## src/rtl/buf_rd_sequencer.sv

```systemverilog
// ---------------------------------------------------------------------------
// buf_rd_sequencer
//
// Read-address sequencer for the on-chip weight/activation buffers that feed
// the systolic array. A start pulse (taken only while idle) captures a base
// address, a sweep length, a repeat count and a sweep direction. The block
// then issues one read per cycle in which the consumer is ready. It sweeps
// up or down from the base, repeats the sweep rep_i+1 times, waits out the
// buffer read latency and then pulses done_o.
//
// Ports
//   clk        system clock; all state changes on its rising edge
//   rst_n      asynchronous active-low reset
//   start_i    start request, looked at only while idle
//   base_i     first address of every pass
//   len_i      addresses per pass (0 = empty job, no reads)
//   rep_i      extra passes (total passes = rep_i + 1)
//   mode_i     1 = count up, 0 = count down
//   ready_i    consumer can take a read this cycle
//   rd_en_o    read strobe, one address issued per asserted cycle
//   rd_addr_o  address of the current read
//   last_o     final read of the final pass
//   busy_o     high whenever the sequencer is not idle
//   done_o     one-cycle completion pulse
// ---------------------------------------------------------------------------
module buf_rd_sequencer #(
  parameter int ADDR_BIT = 8,
  parameter int LEN_BIT  = 8,
  parameter int REP_BIT  = 4,
  parameter int RD_LAT   = 1
) (
  input  logic                clk,
  input  logic                rst_n,
  input  logic                start_i,
  input  logic [ADDR_BIT-1:0] base_i,
  input  logic [LEN_BIT-1:0]  len_i,
  input  logic [REP_BIT-1:0]  rep_i,
  input  logic                mode_i,
  input  logic                ready_i,
  output logic                rd_en_o,
  output logic [ADDR_BIT-1:0] rd_addr_o,
  output logic                last_o,
  output logic                busy_o,
  output logic                done_o
);

  typedef enum logic [1:0] {
    ST_IDLE  = 2'd0,
    ST_RUN   = 2'd1,
    ST_DRAIN = 2'd2,
    ST_DONE  = 2'd3
  } state_t;

  // The drain counter counts down to zero, so it is loaded with RD_LAT-1 to
  // spend exactly RD_LAT cycles in DRAIN. With RD_LAT==0 DRAIN is skipped.
  localparam logic [2:0] LAT_INIT = (RD_LAT > 0) ? 3'(RD_LAT - 1) : 3'd0;

  state_t              state_q, state_d;
  logic [ADDR_BIT-1:0] addr_q,  addr_d;
  logic [LEN_BIT-1:0]  elem_q,  elem_d;
  logic [REP_BIT-1:0]  pass_q,  pass_d;
  logic [ADDR_BIT-1:0] base_q,  base_d;
  logic [LEN_BIT-1:0]  len_q,   len_d;
  logic                mode_q,  mode_d;
  logic [2:0]          lat_q,   lat_d;
  logic                busy_q,  busy_d;

  logic                rd_en;
  logic                last;
  logic [ADDR_BIT-1:0] addr_step;

  // Next sequential address; wraps modulo 2^ADDR_BIT in either direction.
  assign addr_step = mode_q ? (addr_q + ADDR_BIT'(1)) : (addr_q - ADDR_BIT'(1));

  always_comb begin
    state_d = state_q;
    addr_d  = addr_q;
    elem_d  = elem_q;
    pass_d  = pass_q;
    base_d  = base_q;
    len_d   = len_q;
    mode_d  = mode_q;
    lat_d   = lat_q;
    rd_en   = 1'b0;
    last    = 1'b0;

    unique case (state_q)
      ST_IDLE: begin
        if (start_i) begin
          base_d = base_i;
          len_d  = len_i;
          mode_d = mode_i;
          addr_d = base_i;
          // Underflow for len_i==0 is harmless: RUN is never entered.
          elem_d = len_i - LEN_BIT'(1);
          pass_d = rep_i;
          lat_d  = LAT_INIT;
          state_d = (len_i != '0) ? ST_RUN : ST_DONE;
        end
      end

      ST_RUN: begin
        rd_en = ready_i;
        if (ready_i) begin
          if (elem_q == '0) begin
            if (pass_q != '0) begin
              // Next pass starts on the very next cycle: no bubble.
              addr_d = base_q;
              elem_d = len_q - LEN_BIT'(1);
              pass_d = pass_q - REP_BIT'(1);
            end else begin
              last   = 1'b1;
              addr_d = addr_step;
              lat_d  = LAT_INIT;
              state_d = (RD_LAT > 0) ? ST_DRAIN : ST_DONE;
            end
          end else begin
            addr_d = addr_step;
            elem_d = elem_q - LEN_BIT'(1);
          end
        end
      end

      ST_DRAIN: begin
        // Covers the buffer read latency of the final read; ready_i ignored.
        if (lat_q == 3'd0) begin
          state_d = ST_DONE;
        end else begin
          lat_d = lat_q - 3'd1;
        end
      end

      ST_DONE: begin
        state_d = ST_IDLE;
      end

      default: begin
        state_d = ST_IDLE;
      end
    endcase

    busy_d = (state_d != ST_IDLE);
  end

  always_ff @(posedge clk or negedge rst_n) begin
    if (!rst_n) begin
      state_q <= ST_IDLE;
      addr_q  <= '0;
      elem_q  <= '0;
      pass_q  <= '0;
      base_q  <= '0;
      len_q   <= '0;
      mode_q  <= 1'b0;
      lat_q   <= 3'd0;
      busy_q  <= 1'b0;
    end else begin
      state_q <= state_d;
      addr_q  <= addr_d;
      elem_q  <= elem_d;
      pass_q  <= pass_d;
      base_q  <= base_d;
      len_q   <= len_d;
      mode_q  <= mode_d;
      lat_q   <= lat_d;
      busy_q  <= busy_d;
    end
  end

  assign rd_en_o   = rd_en;
  assign rd_addr_o = addr_q;
  assign last_o    = last;
  assign busy_o    = busy_q;
  assign done_o    = (state_q == ST_DONE);

endmodule

```

## config.mk

```make
export PLATFORM = sky130hd
export DESIGN_NAME = buf_rd_sequencer
export DESIGN_NICKNAME = d
export VERILOG_FILES = /design/src/rtl/buf_rd_sequencer.sv
export SDC_FILE = /design/constraint.sdc
export NUM_CORES = 1
export LEC_CHECK = 0
export CAP_MARGIN = 20
export CORE_ASPECT_RATIO = 0.6
export CORE_MARGIN = 3
export CORE_UTILIZATION = 45
export CTS_BUF_LIST = sky130_fd_sc_hd__clkbuf_4 sky130_fd_sc_hd__clkbuf_8
export CTS_CLUSTER_DIAMETER = 50
export DETAILED_ROUTE_END_ITERATION = 12
export GPL_TIMING_DRIVEN = 0
export PLACE_DENSITY = 0.68
export SYNTH_ARGS = -nofsm -noshare
export SYNTH_HDL_FRONTEND = slang
export SYNTH_SLANG_ARGS = --single-unit
```

## constraint.sdc

```tcl
create_clock -name clk -period 2.2 [get_ports clk]
set_clock_uncertainty 0.05 [all_clocks]
set_input_delay 0.44 -clock clk [delete_from_list [all_inputs] [get_ports clk]]
set_output_delay 0.44 -clock clk [all_outputs]
set_load 0.05 [all_outputs]
```

==> flow_metrics.py <==
metrics = {
    "status": {
        "status": "finished with violations",
        "failed_checks": "setup timing",
    },
    "route": {
        "routed_via_density": 5.45,
        "num_vias": 2192,
        "drtAntennaViolNets": 0,
        "drt_iter0_drc": 153,
        "post_drt_wl_per_cell_um": 16.1,
        "drc_errors": 0,
        "drt_wl_total_um": 6450,
        "first_pass_iters": 4,
    },
    "clock_network": {
        "worstSkewPairLatency_ns": 0.29,
        "clk_path_buf_depth": 2,
        "clkTransAtPathRegs_ns": 0.09,
        "cts_root_buf": "clkbuf_8",
        "htree_levels": 2,
        "clock_sinks": 43,
        "cts_tree": "yes",
        "cts_made_buffers": 5,
    },
    "min_path": {
        "hold_depth": 2,
        "hold_path_class": "flop to flop",
        "holdPathEnd": "lat_q[1]",
        "hold_start": "lat_q[1]",
    },
    "sta": {
        "hold_viol": 0,
        "max-slew-margin-rel": 0.550,
        "slew_viol_final": 0,
        "fin_crit_sh": 1.00,
        "tightest_slew_ns": 0.675,
        "fmax_ghz": 0.453,
        "timing.hold.ws_ns": 0.453,
        "rsz0062_at_grt": "yes",
        "fin_crit_ns": 2.21,
        "setup-tns-final_ns": -0.00842,
        "fin_ws_ns": -0.00842,
        "setup_viol": 1,
    },
    "setup_path": {
        "reg2reg_from": "elem_q[0]",
        "r2r_setup_slack_ns": 0.03,
        "arrival_ns": 1.72,
        "reg2reg_depth": 7,
        "worstPathRequired_ns": 1.71,
        "worstSetupStartpointType": "flop",
        "worstPathMaxFanout": 10,
        "reg2reg_to": "elem_q[7]",
        "cp-end-kind": "primary output",
        "worstSetupPathType": "flop to primary output",
    },
    "floorplan": {
        "fp-row-count": 20,
        "top_level_ports": 37,
        "die_x_um": 105,
        "initial_core_util": 0.492,
        "design.die.area_mm2": 0.00683,
        "fp.coreArea_mm2": 0.00536,
        "dieHeight_um": 65.2,
    },
    "grt": {
        "grt_overflow": 0,
        "grt_pass1_vias": 2070,
        "grt_usage": 0.200,
        "antenna_found_initial": 0,
        "grt_pass1_wl_um": 10800,
        "grt_max_degree": 33,
    },
    "logic_synthesis": {
        "synth_seq_area_share": 0.409,
        "yosysWarnings": 0,
        "synthCells": 277,
        "ys_ff_latch": 43,
        "syn_area_mm2": 0.00263,
        "syn_avg_cell_area_um2": 9.50,
        "syn_nets": 313,
        "ys_types": 51,
    },
    "placed_design": {
        "io_buffers": 36,
        "dp_cells": 391,
        "place.gp.congestion": 0.899,
        "place_hpwl_um": 4810,
    },
    "power": {
        "ir_drop_v": 0.000820,
        "leakagePower_nw": 1.41,
        "power.total_mw": 5.58,
        "power.density_mw_per_mm2": 1690,
    },
    "cells_and_area": {
        "fin_cells": 402,
        "final_util": 0.618,
        "diodes": 0,
        "drive_gt1_frac": 0.200,
        "nNetsFinal": 360,
        "mostFrequentLayoutCells": "41 x dfrtp_1, 32 x clkdlybuf4s50_1, 26 x nand2_1",
        "area_delta_synth_final_pct": 25.7,
        "layout.cells.most_common": "dfrtp_1",
    },
    "job": {
        "cap_violations": 0,
    },
}
through the flow:
step	cell area [um2]	setup WS (ns)
2_1_floorplan	2640	0.0282
3_3_place_gp	3090	-0.602
3_5_place_dp	3110	-0.606
4_1_cts	3260	0.00838
5_1_grt	3310	-0.0902
6_report	3310	-0.00842
cells by family after synthesis:
group	synth area share
buf+inv	0.0547
simple gates	0.179
compound gates	0.196
mux	0.0794
xor+xnor	0.0266
fa+ha+maj	0.0551
flops	0.409
cell type report:
type | count | area (um2)
plain buffers | 14 | 106
repair buffers | 40 | 402
multi-input cells | 207 | 1470
inverters | 13 | 51.3
flip-flops and latches | 43 | 1080
fillers | 470 | 2050
clock buffers | 8 | 104
well taps | 77 | 96.3
critical path, stage by stage, from the launching register on:
cell and delay (ns):
dfrtp_2 0.45, nor4_4 0.33, buf_6 0.19, nand3_1 0.14
nor2_2 0.15, buf_6 0.17
routing by layer:
layer / vias to the layer above / routed length, um / track usage
li1: 1092 / - / -
met1: 1036 / 3410 / 0.321
met2: 62 / 2590 / 0.274
met3: 2 / 434 / 0.0393
met4: 0 / 21 / 0.0409
met5: - / 0 / 0
registers in the layout, summed over array words and instances, names as in the netlist:
| register | cells |
|---|---|
| len_q | 8 |
| pass_q | 4 |
| busy_o | 1 |
| elem_q | 8 |
| lat_q | 3 |
| rd_addr_o | 8 |
| mode_q | 1 |
| base_q | 8 |
| state_q | 2 |
report_power, final:
part / leakage, nW / switching (mW) / internal, mW
sequential: 0.514 / 0.351 / 1.18
combinational: 0.838 / 1.92 / 1.55
clock: 0.0549 / 0.278 / 0.300
Yosys cell counts, drive strengths merged:
library cell | count | area (um2)
and3 | 2 | 12.5
nor2 | 20 | 77.6
dfrtp | 43 | 1080
nor3 | 6 | 30.0
a32oi | 1 | 8.76
a311o | 1 | 10.0
xor2 | 2 | 17.5
a21o | 8 | 60.1
a221oi | 1 | 8.76
nand2b | 4 | 32.5
mux2i | 4 | 40.0
xnor2 | 6 | 52.6
and2 | 2 | 12.5
a211oi | 4 | 30.0
a22o | 1 | 8.76
a221o | 1 | 10.0
inv | 13 | 48.8
o22ai | 3 | 18.8
a22oi | 1 | 7.51
or3 | 2 | 12.5
clkbuf | 6 | 22.5
o31ai | 1 | 7.51
nand4 | 1 | 6.26
nor3b | 2 | 20.0
nand2 | 26 | 97.6
nor2b | 3 | 21.3
a41oi | 1 | 8.76
fa | 1 | 20.0
ha | 10 | 125
o21ai | 30 | 169
or3b | 1 | 8.76
o22a | 1 | 8.76
nand3 | 11 | 60.1
a21oi | 16 | 80.1
mux2 | 15 | 169
nor4 | 6 | 73.8
or2 | 1 | 6.26
a31oi | 10 | 62.6
buf | 8 | 72.6
a211o | 2 | 17.5
worst max path at each step:
stage,startpoint,endpoint
2_1_floorplan,rd_addr_o[1],rd_addr_o[7]
3_3_place_gp,rst_n,elem_q[1]
3_5_place_dp,state_q[0],rd_en_o
4_1_cts,state_q[0],rd_en_o
5_1_grt,state_q[1],elem_q[4]
6_report,elem_q[0],last_o
repair_timing:
item                       CTS  global route
pin swaps                    2             2
resized for setup           22            14
setup endpoints to repair    5            18
hold buffers                 1             0
hold endpoints to repair    11             0
cloned                       0             0
setup buffers                2             0
No activity file was read; power rests on OpenSTA's default activity.
